[src/rtl/md_pkg.sv]
// md_pkg: shared op codes, FSM encoding and operand-class helpers for md_unit.
package md_pkg;

  localparam logic [4:0] MD_MUL    = 5'b10010;
  localparam logic [4:0] MD_MULH   = 5'b10011;
  localparam logic [4:0] MD_MULHSU = 5'b10100;
  localparam logic [4:0] MD_MULHU  = 5'b10101;
  localparam logic [4:0] MD_DIV    = 5'b10110;
  localparam logic [4:0] MD_DIVU   = 5'b10111;
  localparam logic [4:0] MD_REM    = 5'b11000;
  localparam logic [4:0] MD_REMU   = 5'b11001;

  localparam logic [1:0] S_IDLE = 2'b00;
  localparam logic [1:0] S_CALC = 2'b01;
  localparam logic [1:0] S_DONE = 2'b10;

  function automatic logic is_md(input logic [4:0] op);
    return op inside {MD_MUL, MD_MULH, MD_MULHSU, MD_MULHU,
                      MD_DIV, MD_DIVU, MD_REM, MD_REMU};
  endfunction

  function automatic logic is_mul(input logic [4:0] op);
    return op inside {MD_MUL, MD_MULH, MD_MULHSU, MD_MULHU};
  endfunction

  function automatic logic sgn_a(input logic [4:0] op);
    return op inside {MD_MUL, MD_MULH, MD_MULHSU, MD_DIV, MD_REM};
  endfunction

  function automatic logic sgn_b(input logic [4:0] op);
    return op inside {MD_MUL, MD_MULH, MD_DIV, MD_REM};
  endfunction

endpackage

[src/rtl/md_div_core.sv]
// md_div_core: radix-2 restoring divider on unsigned magnitudes.
// Its step counter also paces the iterative multiplier in md_unit.
module md_div_core
  import md_pkg::*;
#(
  parameter int unsigned XLEN = 32
) (
  input  logic            clk,
  input  logic            rst,
  input  logic            clr_i,
  input  logic            load_i,
  input  logic            step_i,
  input  logic [XLEN-1:0] dvd_i,
  input  logic [XLEN-1:0] dvs_i,
  output logic            last_o,
  output logic [XLEN-1:0] q_nx_o,
  output logic [XLEN-1:0] r_nx_o
);

  localparam int unsigned CW = $clog2(XLEN);

  logic [CW-1:0]   cnt_q;
  logic [XLEN-1:0] q_q, r_q, d_q;
  logic [XLEN:0]   sh;
  logic            ge;

  assign sh     = {r_q, q_q[XLEN-1]};
  assign ge     = sh >= {1'b0, d_q};
  assign r_nx_o = ge ? sh[XLEN-1:0] - d_q : sh[XLEN-1:0];
  assign q_nx_o = {q_q[XLEN-2:0], ge};
  assign last_o = cnt_q == CW'(XLEN - 1);

  always_ff @(posedge clk) begin
    if (rst || clr_i) begin
      cnt_q <= '0;
      q_q   <= '0;
      r_q   <= '0;
      d_q   <= '0;
    end else if (load_i) begin
      cnt_q <= '0;
      q_q   <= dvd_i;
      r_q   <= '0;
      d_q   <= dvs_i;
    end else if (step_i) begin
      cnt_q <= cnt_q + 1'b1;
      q_q   <= q_nx_o;
      r_q   <= r_nx_o;
    end
  end

endmodule

[src/rtl/md_unit.sv]
// md_unit: iterative RV32M multiply/divide unit with pipeline stall request.
// Define MD_FAST_MUL_EN for a one-cycle registered 33x33 multiplier.
module md_unit
  import md_pkg::*;
#(
  parameter int unsigned XLEN      = 32,
  parameter int unsigned EARLY_OUT = 1
) (
  input  logic            clk,
  input  logic            rst,
  input  logic            start,
  input  logic [4:0]      op,
  input  logic [XLEN-1:0] a,
  input  logic [XLEN-1:0] b,
  input  logic            flush,
  output logic            stall,
  output logic            busy,
  output logic            done,
  output logic [XLEN-1:0] result
);

  logic [1:0]        state_q, state_d;
  logic [4:0]        op_q, op_d;
  logic              neg_q, neg_d, rneg_q, rneg_d;
  logic [2*XLEN-1:0] p_q, p_d, p_nx, prod;
  logic [XLEN-1:0]   mc_q, mc_d, res_q, res_d;
  logic [XLEN-1:0]   ma, mb, q_nx, r_nx, quo, rem;
  logic [XLEN-1:0]   spec_res, calc_res;
  logic [XLEN:0]     sum;
  logic              accept, sa, sb, b_zero, ovf, special, last;

  assign accept = start & is_md(op) & (state_q == S_IDLE) & ~flush & ~rst;
  assign sa     = sgn_a(op) & a[XLEN-1];
  assign sb     = sgn_b(op) & b[XLEN-1];
  assign ma     = sa ? -a : a;
  assign mb     = sb ? -b : b;
  assign b_zero = b == '0;
  assign ovf    = (op == MD_DIV || op == MD_REM) && b == '1
                && a == {1'b1, {(XLEN-1){1'b0}}};
  assign special = (EARLY_OUT != 0) & ~is_mul(op) & (b_zero | ovf);
  assign spec_res = (op == MD_DIV || op == MD_DIVU)
                  ? (b_zero ? '1 : a) : (b_zero ? a : '0);

  // Shift-add: conditionally add multiplicand to the high half, shift right.
  assign sum  = {1'b0, p_q[2*XLEN-1:XLEN]} + (p_q[0] ? {1'b0, mc_q} : '0);
  assign p_nx = {sum, p_q[XLEN-1:1]};
  assign prod = neg_q ? -p_nx : p_nx;
  assign quo  = neg_q ? -q_nx : q_nx;
  assign rem  = rneg_q ? -r_nx : r_nx;

  always_comb begin
    calc_res = rem;
    unique case (op_q)
      MD_MUL:                       calc_res = prod[XLEN-1:0];
      MD_MULH, MD_MULHSU, MD_MULHU: calc_res = prod[2*XLEN-1:XLEN];
      MD_DIV, MD_DIVU:              calc_res = quo;
      default:                      calc_res = rem;
    endcase
  end

`ifdef MD_FAST_MUL_EN
  logic signed [XLEN:0]     fa, fb;
  logic signed [2*XLEN+1:0] fp;
  logic [XLEN-1:0]          fast_res;

  assign fa = {sgn_a(op) & a[XLEN-1], a};
  assign fb = {sgn_b(op) & b[XLEN-1], b};
  assign fp = fa * fb;
  assign fast_res = (op == MD_MUL) ? fp[XLEN-1:0] : fp[2*XLEN-1:XLEN];
`endif

  always_comb begin
    state_d = state_q;
    op_d    = op_q;
    neg_d   = neg_q;
    rneg_d  = rneg_q;
    p_d     = p_q;
    mc_d    = mc_q;
    res_d   = res_q;
    unique case (state_q)
      S_IDLE: if (accept) begin
        op_d   = op;
        neg_d  = (sa ^ sb) & (is_mul(op) | ~b_zero);
        rneg_d = sa;
        p_d    = {{XLEN{1'b0}}, mb};
        mc_d   = ma;
        if (special) begin
          state_d = S_DONE;
          res_d   = spec_res;
        end
`ifdef MD_FAST_MUL_EN
        else if (is_mul(op)) begin
          state_d = S_DONE;
          res_d   = fast_res;
        end
`endif
        else begin
          state_d = S_CALC;
        end
      end
      S_CALC: if (flush) begin
        state_d = S_IDLE;
      end else begin
        p_d = p_nx;
        if (last) begin
          state_d = S_DONE;
          res_d   = calc_res;
        end
      end
      S_DONE:  state_d = S_IDLE;
      default: state_d = S_IDLE;
    endcase
  end

  always_ff @(posedge clk) begin
    if (rst) begin
      state_q <= S_IDLE;
      op_q    <= '0;
      neg_q   <= 1'b0;
      rneg_q  <= 1'b0;
      p_q     <= '0;
      mc_q    <= '0;
      res_q   <= '0;
    end else begin
      state_q <= state_d;
      op_q    <= op_d;
      neg_q   <= neg_d;
      rneg_q  <= rneg_d;
      p_q     <= p_d;
      mc_q    <= mc_d;
      res_q   <= res_d;
    end
  end

  md_div_core #(.XLEN(XLEN)) u_div (
    .clk    (clk),
    .rst    (rst),
    .clr_i  (flush & (state_q != S_DONE)),
    .load_i (accept),
    .step_i (state_q == S_CALC),
    .dvd_i  (ma),
    .dvs_i  (mb),
    .last_o (last),
    .q_nx_o (q_nx),
    .r_nx_o (r_nx)
  );

  assign stall  = accept | (state_q == S_CALC);
  assign busy   = state_q != S_IDLE;
  assign done   = state_q == S_DONE;
  assign result = res_q;

endmodule

[config.mk]
export PLATFORM = sky130hd
export DESIGN_NAME = md_unit
export DESIGN_NICKNAME = d
export VERILOG_FILES = /design/src/rtl/md_pkg.sv /design/src/rtl/md_div_core.sv /design/src/rtl/md_unit.sv
export SDC_FILE = /design/constraint.sdc
export NUM_CORES = 1
export LEC_CHECK = 0
export CORE_AREA = 4 4 225 227
export CTS_BUF_LIST = sky130_fd_sc_hd__clkbuf_16
export CTS_CLUSTER_DIAMETER = 120
export DETAILED_ROUTE_END_ITERATION = 6
export DIE_AREA = 0 0 229 231
export GPL_TIMING_DRIVEN = 0
export PLACE_DENSITY_LB_ADDON = 0.15
export SKIP_CTS_REPAIR_TIMING = 1
export SLEW_MARGIN = 20
export SYNTH_ARGS = -nofsm -noshare
export SYNTH_HDL_FRONTEND = slang
export SYNTH_SLANG_ARGS = --single-unit
[constraint.sdc]
create_clock -name clk -period 5.2 [get_ports clk]
set_input_delay 1.04 -clock clk [delete_from_list [all_inputs] [get_ports clk]]
set_output_delay 1.04 -clock clk [all_outputs]
set_load 0.02 [all_outputs]
==> results_dict.tcl <==
set metrics [dict create \
    place_area_um2 21200 \
    num_io_pins 108 \
    drt_pre_antenna_iters 7 \
    drt-total-wl_mm 94.6 \
    hold_path_class "reg2reg" \
    crit_path_end_kind "flop" \
    cp-start-kind "flop" \
    p_leak_nw 8.19 \
    clock_path_buffers 3 \
    crit_arrival_ns 5.55 \
    synthArstFlopShare_pct 0 \
    core_area_um2 48600 \
    yosysWarnings 0 \
    htree_levels 1 \
    drc_errors 3 \
    final-max-slew-violation-count 0 \
    slew_headroom_pct 25.1 \
    synth_largest_area_cell "dfxtp_1" \
    yosysTopAreaCellShare_pct 24.6 \
    path_clk_slew_ns 0.07 \
    cts-root-buf "clkbuf_16" \
    outcome "finished, violations left" \
    rows 81 \
    period_needed_ns 5.08 \
    pwr-share-seq_pct 32.3 \
    avgRoutedWirePerCell_um 27.4 \
    violations "DRC" \
    grt_pass1_wl_mm 138 \
    layout_common_cells "294 x nor2_1, 262 x nand2_1, 236 x dfxtp_1, 214 x o21ai_0, 204 x a21oi_1" \
    synthFlopType "dfxtp_1" \
    hpwl_mm 76.5 \
    fin_worst_skew_ns 0.0298 \
    p_per_area_nw_per_um2 255 \
    clk_latency_ns 0.60 \
    period_share_pct 97.8 \
    die_h_um 231 \
    max_cap_viol_count 0 \
    drt_iter0_markers 2905 \
    r2r_slack_ns 0.12 \
    crit_type "reg2reg" \
    track_usage_pct 34.2 \
    vias_per_cell 6.46 \
    p_int_w 0.00368 \
    power.total_w 0.00578 \
    yosysSeqAreaShare_pct 24.6 \
    syn-num-nets 2804 \
    portBuffers 105 \
    max_clock_freq_ghz 0.197 \
    required_ns 5.66 \
    syn_avg_cell_area_um2 7.28 \
    grt_pass1_vias 20900 \
    worst_slew_pin_slew_ns 1.11 \
    synthCells 2657 \
    grt_max_degree 15 \
    gp_congestion 1.04 \
    antenna_left 0 \
    design.die.area_um2 52900 \
    fin_nets 2952 \
    cts_made_buffers 30 \
    setup_ws_ns 0.116 \
    vias 22300 \
    synth_area_leaders "dfxtp_1 25%, nor2_1 5.8%, o21ai_0 5.6%" \
    power.switching_w 0.00210 \
    pre_cts_ws_ns -1.25 \
    layout-drive-gt1-share_pct 6.43 \
    ys_types 97 \
    layout_commonest_cell "nor2_1" \
    antenna_found_initial 3 \
    yosys_register_bits 238 \
    cts.sinks 238 \
    peakVddDrop_mv 0.256 \
    finalHoldViolations 0 \
    utilization_pct 46.5 \
    initial_core_util_pct 39.8 \
    overflow 0 \
    die_x_um 229 \
    p_clk_share_pct 38.1 \
    area_delta_synth_final_pct 17.0 \
    cts_tree "done" \
    synth_edf_count 0 \
    swShare_pct 36.3 \
    cp_max_fo 10 \
    fin_area_um2 22600 \
    power_frac_comb_pct 29.6 \
    mappedNetlistArea_um2 19300 \
    setup_viol 0 \
]
==> kinds of logic after synthesis <==
group / share of synthesized area (%)
buffers and inverters: 5.00
multiplexers: 1.62
AND/OR/NAND/NOR: 24.4
AO/OA/AOI/OAI: 30.2
adder cells (fa/ha/maj): 5.02
flip-flops: 24.6
XOR/XNOR: 9.15
==> metal layers <==
layer / wire [um] / part of all wire, % / GRT usage, %
met1: 42200 / 45 / 50.1
met2: 38500 / 41 / 49.7
met3: 10700 / 11 / 7.87
met4: 3240 / 3.4 / 9.98
met5: 0 / 0 / 0
==> power groups by stage <==
stage / clock, W / combinational, W / sequential (W)
after floorplan: 0 / 0.000953 / 0.00190
after global placement: 0 / 0.00152 / 0.00191
after detailed placement: 0 / 0.00154 / 0.00191
after CTS: 0.00220 / 0.00155 / 0.00187
after global routing: 0.00228 / 0.00179 / 0.00187
final: 0.00220 / 0.00171 / 0.00187
==> synthesized netlist by cell type, drive strengths merged (69+ instances only) <==
library cell / number
dfxtp: 238
ha: 72
xor2: 81
xnor2: 121
a211oi: 84
nor2: 297
clkbuf: 155
nand2: 265
a21oi: 209
inv: 69
nand3: 91
o21ai: 223
==> registers in the layout (all words and copies together) (netlist names) <==
register     cells
result          32
u_div.r_q       32
u_div.d_q       32
u_div.cnt_q      5
neg_q            1
mc_q            32
p_q             64
state_q          2
rneg_q           1
u_div.q_q       32
op_q             5
==> per-stage QoR <==
step	std cells	setup TNS, ns	hold WS, ns
after floorplan	2657	0	0.432
after global placement	3384	-38.88	0.442
final	3453	0	0.463
after global routing	3451	-0.0209	0.480
after CTS	3442	-16.22	0.462
after detailed placement	3386	-24.58	0.452
==> area by class of cell <==
cell class	count	area [um^2]
clock inverters	25	249
diodes	2	5.00
flip-flops and latches	238	4770
repair buffers	120	1160
fillers	5052	26000
well taps	622	778
plain buffers	177	734
inverters	70	265
multi-input cells	2168	13900
clock buffers	31	776
==> final timing paths <==
kind / start / to / depth (start not counted)
worst min register to register: result[11] / result[11] / 2
worst max register to register: u_div.d_q[6] / result[26] / 20
worst min-delay path: result[11] / result[11] / 2
worst max-delay path: u_div.d_q[6] / result[26] / 20
==> worst max-delay path, stage by stage (launching register included) <==
cell       delay (ns)
dfxtp_1          0.35
inv_1            0.08
ha_1             0.40
a21o_1           0.26
a21oi_2          0.28
o221a_4          0.30
a311o_2          0.26
nand2_4          0.11
inv_4            0.14
buf_6            0.20
buf_6            0.24
buf_8            0.22
ha_2             0.25
nand2_2          0.12
or4_4            0.56
o21ai_0          0.22
xor2_1           0.24
o22ai_1          0.14
a211oi_1         0.24
o21ai_0          0.15
o2bb2ai_1        0.17
Power figures use the tool's default switching activity.
